==> src/rtl/lrc_frame_arbiter_pkg.sv <==
// Shared types, widths and the checksum finalise helper for the LRC frame arbiter.
package lrc_pkg;

   localparam int LRC_W = 8;

   typedef enum logic [1:0] {
      IDLE   = 2'd0,
      STREAM = 2'd1,
      RESULT = 2'd2
   } lrc_state_e;

   // The LRC is the two's complement of the byte sum, so that adding it back
   // to the frame sum yields zero.
   function automatic logic [LRC_W-1:0] lrc_finalize(input logic [LRC_W-1:0] sum);
      return (~sum) + LRC_W'(1);
   endfunction

endpackage

==> src/rtl/lrc_frame_arbiter_if.sv <==
// Byte-stream request channels and the result channel of the LRC frame arbiter.
interface lrc_frame_arbiter_if #(
   parameter int LEN_W = 8
);
   logic             req0_valid;
   logic [7:0]       req0_data;
   logic             req0_last;
   logic             req0_ready;
   logic             req1_valid;
   logic [7:0]       req1_data;
   logic             req1_last;
   logic             req1_ready;
   logic             res_valid;
   logic [7:0]       res_data;
   logic             res_id;
   logic [LEN_W-1:0] res_len;
   logic             res_ready;
   logic             busy;

   // Host side: byte sources and result consumer.
   modport master (
      output req0_valid, req0_data, req0_last,
      output req1_valid, req1_data, req1_last,
      output res_ready,
      input  req0_ready, req1_ready,
      input  res_valid, res_data, res_id, res_len, busy
   );

   // Arbiter side.
   modport slave (
      input  req0_valid, req0_data, req0_last,
      input  req1_valid, req1_data, req1_last,
      input  res_ready,
      output req0_ready, req1_ready,
      output res_valid, res_data, res_id, res_len, busy
   );
endinterface

==> src/rtl/lrc_frame_arbiter_accum.sv <==
// Running byte-sum accumulator; also offers the finalised LRC of the sum that
// would result from accepting the current byte.
module lrc_accum
   import lrc_pkg::*;
(
   input  logic             clk,
   input  logic             rst_n,
   input  logic             i_clear,
   input  logic             i_en,
   input  logic [LRC_W-1:0] i_data,
   output logic [LRC_W-1:0] o_sum,
   output logic [LRC_W-1:0] o_final
);

   logic [LRC_W-1:0] r_acc;
   logic [LRC_W-1:0] w_next;

   assign w_next  = r_acc + i_data;
   assign o_sum   = r_acc;
   assign o_final = lrc_finalize(w_next);

   // Clear at the start of each frame, otherwise add every accepted byte.
   always_ff @(posedge clk) begin
      if (!rst_n) begin
         r_acc <= '0;
      end else if (i_clear) begin
         r_acc <= '0;
      end else if (i_en) begin
         r_acc <= w_next;
      end
   end

endmodule

==> src/rtl/lrc_frame_arbiter.sv <==
// Two-requester round-robin arbiter that locks one shared LRC accumulator for
// a whole frame and hands the finalised checksum out on a result channel.
module lrc_frame_arbiter
   import lrc_pkg::*;
#(
   parameter int LEN_W = 8
) (
   input  logic              clk,
   input  logic              rst_n,
   lrc_frame_arbiter_if.slave bus
);

   localparam logic [1:0] S_IDLE   = IDLE;
   localparam logic [1:0] S_STREAM = STREAM;
   localparam logic [1:0] S_RESULT = RESULT;

   logic [1:0]       r_state;
   logic             r_grant_id;
   logic             r_last_grant;
   logic             r_req0_ready;
   logic             r_req1_ready;
   logic             r_res_valid;
   logic [7:0]       r_res_data;
   logic             r_res_id;
   logic [LEN_W-1:0] r_res_len;
   logic [LEN_W-1:0] r_count;
   logic             r_busy;

   logic             w_beat;
   logic [7:0]       w_data;
   logic             w_last;
   logic             w_any_req;
   logic             w_grant_next;
   logic             w_clear;
   logic [7:0]       w_final;
   logic [7:0]       w_sum_unused;

   // Select the locked requester's channel and decide who wins the next grant;
   // on a tie the requester that was not granted last time goes first.
   always_comb begin
      w_beat       = 1'b0;
      w_data       = bus.req0_data;
      w_last       = bus.req0_last;
      w_grant_next = 1'b0;
      if (r_grant_id) begin
         w_beat = bus.req1_valid & r_req1_ready;
         w_data = bus.req1_data;
         w_last = bus.req1_last;
      end else begin
         w_beat = bus.req0_valid & r_req0_ready;
      end
      if (bus.req0_valid && bus.req1_valid) begin
         w_grant_next = ~r_last_grant;
      end else if (bus.req1_valid) begin
         w_grant_next = 1'b1;
      end
   end

   assign w_any_req = bus.req0_valid | bus.req1_valid;
   assign w_clear   = (r_state == S_IDLE) & w_any_req;

   lrc_accum u_accum (
      .clk     (clk),
      .rst_n   (rst_n),
      .i_clear (w_clear),
      .i_en    (w_beat),
      .i_data  (w_data),
      .o_sum   (w_sum_unused),
      .o_final (w_final)
   );

   // Frame FSM: grant in IDLE, count beats in STREAM, hold the result until
   // the consumer takes it. Ready and busy are registered state decodes.
   always_ff @(posedge clk) begin
      if (!rst_n) begin
         r_state      <= S_IDLE;
         r_grant_id   <= 1'b0;
         r_last_grant <= 1'b1;
         r_req0_ready <= 1'b0;
         r_req1_ready <= 1'b0;
         r_res_valid  <= 1'b0;
         r_res_data   <= '0;
         r_res_id     <= 1'b0;
         r_res_len    <= '0;
         r_count      <= '0;
         r_busy       <= 1'b0;
      end else begin
         case (r_state)
            S_IDLE: begin
               if (w_any_req) begin
                  r_grant_id   <= w_grant_next;
                  r_last_grant <= w_grant_next;
                  r_count      <= '0;
                  r_req0_ready <= ~w_grant_next;
                  r_req1_ready <= w_grant_next;
                  r_busy       <= 1'b1;
                  r_state      <= S_STREAM;
               end
            end
            S_STREAM: begin
               if (w_beat) begin
                  r_count <= r_count + LEN_W'(1);
                  if (w_last) begin
                     r_res_data   <= w_final;
                     r_res_len    <= r_count + LEN_W'(1);
                     r_res_id     <= r_grant_id;
                     r_res_valid  <= 1'b1;
                     r_req0_ready <= 1'b0;
                     r_req1_ready <= 1'b0;
                     r_state      <= S_RESULT;
                  end
               end
            end
            S_RESULT: begin
               if (bus.res_ready) begin
                  r_res_valid <= 1'b0;
                  r_busy      <= 1'b0;
                  r_state     <= S_IDLE;
               end
            end
            default: begin
               r_state <= S_IDLE;
            end
         endcase
      end
   end

   assign bus.req0_ready = r_req0_ready;
   assign bus.req1_ready = r_req1_ready;
   assign bus.res_valid  = r_res_valid;
   assign bus.res_data   = r_res_data;
   assign bus.res_id     = r_res_id;
   assign bus.res_len    = r_res_len;
   assign bus.busy       = r_busy;

endmodule

==> src/flat_wrapper.sv <==
// flat-port wrapper written by rule: the top's interface ports become plain ports
module lrc_frame_arbiter_flat import lrc_pkg::*;
#(
   parameter int LEN_W = 8
)
  (clk, rst_n, bus_req0_valid, bus_req0_data, bus_req0_last, bus_req1_valid, bus_req1_data, bus_req1_last, bus_res_ready, bus_req0_ready, bus_req1_ready, bus_res_valid, bus_res_data, bus_res_id, bus_res_len, bus_busy);
  lrc_frame_arbiter_if #(.LEN_W(LEN_W)) bus_i ();
  input  logic clk;
  input  logic rst_n;
  input wire logic [$bits(bus_i.req0_valid)-1:0] bus_req0_valid;
  input wire logic [$bits(bus_i.req0_data)-1:0] bus_req0_data;
  input wire logic [$bits(bus_i.req0_last)-1:0] bus_req0_last;
  input wire logic [$bits(bus_i.req1_valid)-1:0] bus_req1_valid;
  input wire logic [$bits(bus_i.req1_data)-1:0] bus_req1_data;
  input wire logic [$bits(bus_i.req1_last)-1:0] bus_req1_last;
  input wire logic [$bits(bus_i.res_ready)-1:0] bus_res_ready;
  output wire logic [$bits(bus_i.req0_ready)-1:0] bus_req0_ready;
  output wire logic [$bits(bus_i.req1_ready)-1:0] bus_req1_ready;
  output wire logic [$bits(bus_i.res_valid)-1:0] bus_res_valid;
  output wire logic [$bits(bus_i.res_data)-1:0] bus_res_data;
  output wire logic [$bits(bus_i.res_id)-1:0] bus_res_id;
  output wire logic [$bits(bus_i.res_len)-1:0] bus_res_len;
  output wire logic [$bits(bus_i.busy)-1:0] bus_busy;
  assign bus_i.req0_valid = bus_req0_valid;
  assign bus_i.req0_data = bus_req0_data;
  assign bus_i.req0_last = bus_req0_last;
  assign bus_i.req1_valid = bus_req1_valid;
  assign bus_i.req1_data = bus_req1_data;
  assign bus_i.req1_last = bus_req1_last;
  assign bus_i.res_ready = bus_res_ready;
  assign bus_req0_ready = bus_i.req0_ready;
  assign bus_req1_ready = bus_i.req1_ready;
  assign bus_res_valid = bus_i.res_valid;
  assign bus_res_data = bus_i.res_data;
  assign bus_res_id = bus_i.res_id;
  assign bus_res_len = bus_i.res_len;
  assign bus_busy = bus_i.busy;
  lrc_frame_arbiter #(.LEN_W(LEN_W)) u_core (.clk(clk), .rst_n(rst_n), .bus(bus_i));
endmodule
==> config.mk <==
export PLATFORM = sky130hd
export DESIGN_NAME = lrc_frame_arbiter_flat
export DESIGN_NICKNAME = d
export VERILOG_FILES = /design/src/rtl/lrc_frame_arbiter_pkg.sv /design/src/rtl/lrc_frame_arbiter_if.sv /design/src/rtl/lrc_frame_arbiter_accum.sv /design/src/rtl/lrc_frame_arbiter.sv /design/src/flat_wrapper.sv
export SDC_FILE = /design/constraint.sdc
export NUM_CORES = 1
export LEC_CHECK = 0
export ABC_AREA = 1
export BUFFER_PORTS_ARGS = -buffer_cell sky130_fd_sc_hd__buf_2
export CAP_MARGIN = 40
export CORE_MARGIN = 2
export CORE_UTILIZATION = 45
export DETAILED_ROUTE_END_ITERATION = 6
export MAX_ROUTING_LAYER = met4
export PLACE_DENSITY = 0.76
export SYNTH_ARGS = -nofsm -noshare
export SYNTH_HDL_FRONTEND = slang
export SYNTH_HIERARCHICAL = 1
export SYNTH_SLANG_ARGS = --single-unit
==> constraint.sdc <==
create_clock -name clk -period 2.3 [get_ports clk]
set_input_delay 0.115 -clock clk [delete_from_list [all_inputs] [get_ports clk]]
set_output_delay 0.115 -clock clk [all_outputs]
set_load 0.01 [all_outputs]
==> flow_metrics.env, run 1 <==
export IMPL_crit_type="flip-flop to flip-flop"
export IMPL_cpPeakStageDelay_ns=0.58
export IMPL_cp_start_kind="flip-flop"
export IMPL_synth_area_leader_cell="dfxtp_1"
export IMPL_ant_nets=0
export IMPL_regToRegEndpoint="u_core/bus.res_data[4]"
export IMPL_drive_gt1_frac=0.225
export IMPL_cp_top_family="adder cells"
export IMPL_vias_per_cell=4.96
export IMPL_status="finished clean"
export IMPL_cp_end_kind="flip-flop"
export IMPL_grt_start_max_net_pins=18
export IMPL_yosys_area_share_adder=0.0556
export IMPL_fillerInstances=503
export IMPL_synth_top_cell_area_share=0.344
export IMPL_max_slew_margin_rel=0.604
export IMPL_num_rows=26
export IMPL_clockRootBuffer="clkbuf_8"
export IMPL_die_area_mm2=0.00590
export IMPL_cts_buffers=5
export IMPL_synth_cells=365
export IMPL_post_synth_instance_area_mm2=0.00239
export IMPL_totalWireLength_um=5560
export IMPL_clk_pin_slew_worst_paths_ns=0.08
export IMPL_stdcell_count=484
export IMPL_cp_data_arrival_time_ns=2.48
export IMPL_hold_class="input pin to flip-flop"
export IMPL_wl_per_cell_um=11.5
export IMPL_cts_tree="built"
export IMPL_grt_use_total=0.197
export IMPL_finalCritPeriodShare=0.978
export IMPL_drt_first_pass_iters=4
export IMPL_cp_buffers_inverters=4
export IMPL_peakVddDrop_v=0.000459
export IMPL_synth_area_mux_share=0
export IMPL_fin_crit_ns=2.25
export IMPL_gp_congestion=0.906
export IMPL_area_growth_pct=19.9
export IMPL_grt_pass1_wl_um=9330
export IMPL_drv_cap=0
export IMPL_setup_violations=0
export IMPL_hold_depth=2
export IMPL_cp_slowest_cell="fa_2"
export IMPL_first_global_vias=2094
export IMPL_cp_common_cell="nand2_1"
export IMPL_die_h_um=76.8
export IMPL_worst_hold_startpoint="rst_n"
export IMPL_fp_dieW_um=76.8
export IMPL_num_vias=2402
export IMPL_critPathRequiredTime_ns=2.53
export IMPL_synth_warnings=6
export IMPL_synth_net_count=398
export IMPL_clockBufferDepth=2
export IMPL_rr_startpoint="u_core/r_grant_id"
export IMPL_yosys_area_share_simple=0.368
export IMPL_dp_cells=474
export IMPL_gr_total_overflow=0
export IMPL_synth_xor_area_frac=0.0220
export IMPL_initial_core_util=0.467
export IMPL_first_iter_violations=127
export IMPL_core_area_mm2=0.00511
export IMPL_drv_slew=0
export IMPL_leakagePower_nw=1.38
export IMPL_htreeDepth=2
export IMPL_rrSetupSlack_ns=0.05
export IMPL_synth_seq_cells=41
export IMPL_worstPathMaxFanout=4
export IMPL_antenna_found_initial=0
export IMPL_rr_worst_depth=14
export IMPL_hold_violations=0
export IMPL_tightest_slew_ns=0.592
export IMPL_final_nets=446
export IMPL_syn_area_per_cell_um2=6.54
export IMPL_port_buffers=43
export IMPL_synth_seq_area_share=0.344
export IMPL_synth_distinct_cells=27
export IMPL_power_w=0.00170
export IMPL_path_cells="inv_2 > nand2_1 > nand2_1 > ha_2 > inv_1 > fa_2 > ha_4 > inv_1 > nor2_2 > nand2_1 > buf_4 > xor2_1 > nand2_1 > a21oi_1"
export IMPL_synth_top_family_by_area="simple AND/OR/NAND/NOR gates"
export IMPL_synth_area_top_cells="dfxtp_1 (34%), nand2_1 (22%), a21oi_1 (7.3%)"
export IMPL_holdPathEnd="u_core/r_last_grant"
export IMPL_dp_hpwl_um=4050
export IMPL_clock_sinks=41
export IMPL_clk_latency_ns=0.29
export IMPL_synth_compound_area_share=0.112
export IMPL_skew_ns=0.00641
export IMPL_io_pins=44
export IMPL_drt_drc_violations_left=0
export IMPL_power_density_mw_per_mm2=595
export IMPL_antennaDiodeCount=0
export IMPL_fmax_mhz=444
layer usage:
| metal | part of all wire | global-route usage | wire [um] | vias to the layer above |
|---|---|---|---|---|
| met1 | 0.47 | 0.255 | 2630 | 1083 |
| li1 | - | - | - | 1246 |
| met3 | 0.052 | 0.0424 | 292 | 11 |
| met5 | 0 | - | 0 | - |
| met4 | 0.016 | 0.0600 | 87 | 0 |
| met2 | 0.46 | 0.311 | 2550 | 62 |
cells by family after synthesis:
logic type,Yosys count
xor+xnor,6
buf+inv,53
fa+ha+maj,10
simple gates,206
compound gates,49
flops,41
metrics by stage:
stage | setup TNS [ns] | instance area (um2) | setup slack [ns] | hold WS (ns) | utilization
2_1_floorplan | 0 | 2390 | 0.0127 | 0.201 | -
3_3_place_gp | 0 | 2660 | 0.127 | 0.369 | 0.521
3_5_place_dp | 0 | 2660 | 0.0526 | 0.370 | 0.521
4_1_cts | 0 | 2780 | 0.00961 | 0.0571 | 0.544
5_1_grt | -0.0640 | 2860 | -0.0375 | 0.0682 | 0.560
6_report | 0 | 2860 | 0.0496 | 0.0615 | 0.560
flip-flops by register name, summed over array words and instances, names as in the netlist, 2 cells and up:
| register | flops |
|---|---|
| u_core/bus.res_data | 8 |
| u_core/bus.res_len | 8 |
| u_core/r_count | 8 |
| u_core/r_state | 2 |
| u_core/u_accum/o_sum | 8 |
where the power goes:
part / total, W / switching (W) / leakage, nW / internal [W]
combinational: 0.000358 / 0.000227 / 0.993 / 0.000130
clock: 0.000600 / 0.000246 / 0.0585 / 0.000354
sequential: 0.000744 / 0.0000140 / 0.333 / 0.000730
worst max path at each step:
stage	startpoint	cells past startpoint	endpoint	slack, ns
5_1_grt	u_core/r_grant_id	15	u_core/bus.res_data[6]	-0.04
4_1_cts	u_core/r_grant_id	14	u_core/bus.res_data[6]	0.01
3_3_place_gp	u_core/r_grant_id	15	u_core/bus.res_data[6]	0.13
6_report	u_core/r_grant_id	14	u_core/bus.res_data[4]	0.05
3_5_place_dp	u_core/r_grant_id	14	u_core/bus.res_data[6]	0.05
2_1_floorplan	u_core/r_grant_id	16	u_core/bus.res_data[6]	0.01
repair_timing:
item	4_1_cts	5_1_grt
gates resized for setup	0	16
endpoints found under the setup margin	0	5
hold buffers	0	0
buffers inserted	0	2
synth_stat cells (all sizes together):
library cell / n
xor2: 3
nand3b: 2
ha: 9
o21ai: 8
o211ai: 4
a21oi: 37
nor2: 25
nand2: 144
inv: 43
clkbuf: 4
xnor2: 3
buf: 6
fa: 1
nor3: 1
dfxtp: 41
nand4: 2
nand3: 32
final cells by class:
| type | count | area (um2) | area share |
|---|---|---|---|
| clock buffers | 7 | 86.3 | 0.0302 |
| clock inverters | 1 | 30.0 | 0.0105 |
| inverters | 43 | 161 | 0.0564 |
| multi-input cells | 271 | 1400 | 0.488 |
| flip-flops and latches | 41 | 822 | 0.287 |
| well taps | 70 | 87.6 | 0.0306 |
| repair buffers | 51 | 279 | 0.0975 |
layout by cell type (no fill, tap or decap), drive strengths merged:
cell type    n
bufinv       1
o21ai        8
buf         51
nand3       32
a21oi       37
o211ai       4
xor2         3
nand3b       2
inv         43
ha           9
xnor2        3
nor2        25
clkbuf       7
nand2      144
nor3         1
fa           1
dfxtp       41
nand4        2
Power figures use the tool's default switching activity.
==> run 2, diff against run 1 <==
--- a/config.mk
+++ b/config.mk
@@ -8,12 +8,11 @@
 export ABC_AREA = 1
 export BUFFER_PORTS_ARGS = -buffer_cell sky130_fd_sc_hd__buf_2
 export CAP_MARGIN = 40
-export CORE_MARGIN = 2
+export CORE_MARGIN = 3
 export CORE_UTILIZATION = 45
 export DETAILED_ROUTE_END_ITERATION = 6
 export MAX_ROUTING_LAYER = met4
-export PLACE_DENSITY = 0.76
+export PLACE_DENSITY = 0.77
 export SYNTH_ARGS = -nofsm -noshare
 export SYNTH_HDL_FRONTEND = slang
-export SYNTH_HIERARCHICAL = 1
 export SYNTH_SLANG_ARGS = --single-unit
==> run 2 against run 1 <==
- worst hold slack improved by 0.034 ns
- clock skew fell by 0.0014 ns
- highest routed layer unchanged
- total power rose by 1.5%
- first-iteration DRC count rose by 4.7%
- critical path type unchanged
- non-clock buffer count fell by 1
==> flow_metrics.env, run 2 <==
export IMPL_drt_first_pass_iters=5
export IMPL_cpPeakStageDelay_ns=0.44
export IMPL_gr_total_overflow=0
export IMPL_async_reset_ff_frac=0
export IMPL_cp_top_family="adder cells"
export IMPL_status="finished clean"
export IMPL_cp_start_kind="flip-flop"
export IMPL_synth_top_cell_area_share=0.360
export IMPL_final_cell_mix="nand2_1 (95), buf_2 (43), nor2_1 (41)"
export IMPL_hold_violations=0
export IMPL_synth_edf_count=0
export IMPL_fmax_mhz=464
export IMPL_synth_flop_cell="dfxtp_1"
export IMPL_synth_net_count=370
export IMPL_dp_hpwl_um=3740
export IMPL_leakagePower_nw=1.42
export IMPL_wl_per_cell_um=11.1
export IMPL_clockBufferDepth=2
export IMPL_worstPathMaxFanout=6
export IMPL_clock_sinks=41
export IMPL_hold_ws_ns=0.0953
export IMPL_cp_end_kind="flip-flop"
export IMPL_skew_ns=0.00499
export IMPL_critPathRequiredTime_ns=2.49
export IMPL_clk_latency_ns=0.29
export IMPL_die_area_mm2=0.00596
export IMPL_synth_seq_area_share=0.360
export IMPL_fin_crit_ns=2.16
export IMPL_antennaDiodeCount=0
export IMPL_ant_nets=0
export IMPL_post_synth_instance_area_mm2=0.00228
export IMPL_num_rows=25
export IMPL_grt_start_max_net_pins=26
export IMPL_clockRootBuffer="clkbuf_8"
export IMPL_antenna_found_initial=0
export IMPL_synth_distinct_cells=34
export IMPL_synth_area_leader_cell="dfxtp_1"
export IMPL_synth_cells=337
export IMPL_gp_congestion=0.912
export IMPL_crit_type="flip-flop to flip-flop"
export IMPL_clk_pin_slew_worst_paths_ns=0.08
export IMPL_core_area_mm2=0.00482
export IMPL_grt_use_total=0.179
export IMPL_final_util=0.565
export IMPL_synth_area_top_cells="dfxtp_1 (36%), nand2_1 (16%), nor2_1 (7.1%)"
export IMPL_cts_buffers=5
export IMPL_final_common_cell="nand2_1"
export IMPL_tightest_slew_ns=0.538
export IMPL_htreeDepth=2
export IMPL_drt_drc_violations_left=0
export IMPL_max_slew_margin_rel=0.640
export IMPL_io_pins=44
export IMPL_drive_gt1_frac=0.210
export IMPL_final_nets=418
export IMPL_initial_core_util=0.473
export IMPL_grt_pass1_wl_um=8580
export IMPL_tns_ns=0
export IMPL_first_global_vias=1927
export IMPL_cts_tree="built"
export IMPL_synth_warnings=0
export IMPL_power_w=0.00173
export IMPL_power_density_mw_per_mm2=635
export IMPL_syn_area_per_cell_um2=6.76
export IMPL_fp_dieW_um=77.2
export IMPL_drv_slew=0
export IMPL_num_vias=2196
export IMPL_cp_data_arrival_time_ns=2.35
export IMPL_cp_slowest_cell="fa_2"
export IMPL_vias_per_cell=4.86
export IMPL_setup_violations=0
export IMPL_die_h_um=77.2
export IMPL_first_iter_violations=133
export IMPL_peakVddDrop_v=0.000385
export IMPL_synth_seq_cells=41
export IMPL_cp_buffers_inverters=5
export IMPL_area_growth_pct=19.4
export IMPL_cp_common_cell="inv_1"
export IMPL_cts_setup_buffers=0
export IMPL_drv_cap=0
export IMPL_port_buffers=43
export IMPL_fillerInstances=491
export IMPL_totalWireLength_um=5010
export IMPL_synth_most_common_cell="nand2_1"
export IMPL_finalCritPeriodShare=0.937
export IMPL_hold_class="input pin to flip-flop"
export IMPL_synth_common_cells="nand2_1 (99), nor2_1 (43), dfxtp_1 (41)"
export IMPL_path_cells="inv_1 > buf_4 > nand2_1 > nand2_2 > fa_2 > inv_2 > ha_2 > inv_1 > nor2_2 > nand2_1 > nor2_2 > o21ai_0 > o211ai_1 > inv_1"
-- run 2: changes by cell type after synthesis, sizes merged, moves of 3 or more --
cell    delta
a211oi     +3
nand3      -7
a21oi     -16
o211ai     +3
o21ai      +8
nor2      +18
nand2     -43
-- run 2: cells by family (layout without fill, tap and decap cells) --
family / Yosys count / after routing / synth area share
AOI/OAI and AO/OA: 52 / 52 / 0.145
and+or+nand+nor: 175 / 175 / 0.314
xor gates and xnor gates: 7 / 7 / 0.0269
adders and majority gates: 10 / 10 / 0.0582
DFF: 41 / 41 / 0.360
buffers and inverters: 52 / 100 / 0.0955
-- run 2: area by class of cell --
type	instances	area (um2)	share of cell area
repair buffers	50	268	0.0983
flip-flops and latches	41	822	0.302
inverters	43	165	0.0607
clock inverters	2	35.0	0.0129
well taps	67	83.8	0.0308
multi-input cells	244	1280	0.470
clock buffers	5	68.8	0.0253
-- run 2: path summary, 6_finish.rpt --
path / start / to / slack (ns) / cells after the start
max: u_core.r_grant_id / u_core.bus.res_data[4] / 0.14 / 14
min reg2reg: u_core.r_last_grant / u_core.r_last_grant / 0.47 / 2
max reg2reg: u_core.r_grant_id / u_core.bus.res_data[4] / 0.14 / 14
min: bus_res_ready / u_core.r_state[1] / 0.1 / 4
-- run 2: per-stage QoR --
step / instances / cell area (um2) / setup slack, ns
after floorplan: 337 / 2280 / 0.100
after global routing: 452 / 2720 / -0.00683
after detailed placement: 445 / 2580 / 0.00639
after CTS: 452 / 2680 / 0.0204
after global placement: 445 / 2580 / 0.125
final: 452 / 2720 / 0.145
-- run 2: worst reg2reg max path: stages (launching register included) --
cell and delay [ns]:
dfxtp_2 0.33, inv_1 0.08, buf_4 0.15, nand2_1 0.07, nand2_2 0.08, fa_2 0.44, inv_2 0.09, ha_2 0.17
inv_1 0.05, nor2_2 0.11, nand2_1 0.09, nor2_2 0.14, o21ai_0 0.10, o211ai_1 0.10, inv_1 0.05
-- run 2: timing repair --
item | CTS | global route
hold endpoints to repair | 0 | 0
endpoints found under the setup margin | 0 | 7
hold buffers | 0 | 0
gates resized for setup | 0 | 15
-- run 2: per-layer routing --
| metal | share of wire | wire (um) | global-route usage | vias up |
|---|---|---|---|---|
| li1 | - | - | - | 1173 |
| met5 | 0 | 0 | - | - |
| met3 | 0.057 | 283 | 0.0258 | 2 |
| met1 | 0.50 | 2530 | 0.257 | 967 |
| met4 | 0.0046 | 23 | 0.0587 | 0 |
| met2 | 0.43 | 2170 | 0.258 | 54 |
-- run 2: where the power goes --
group / internal, W / switching, W / total [W]
Clock: 0.000315 / 0.000242 / 0.000557
Combinational: 0.000150 / 0.000259 / 0.000408
Sequential: 0.000741 / 0.0000210 / 0.000762
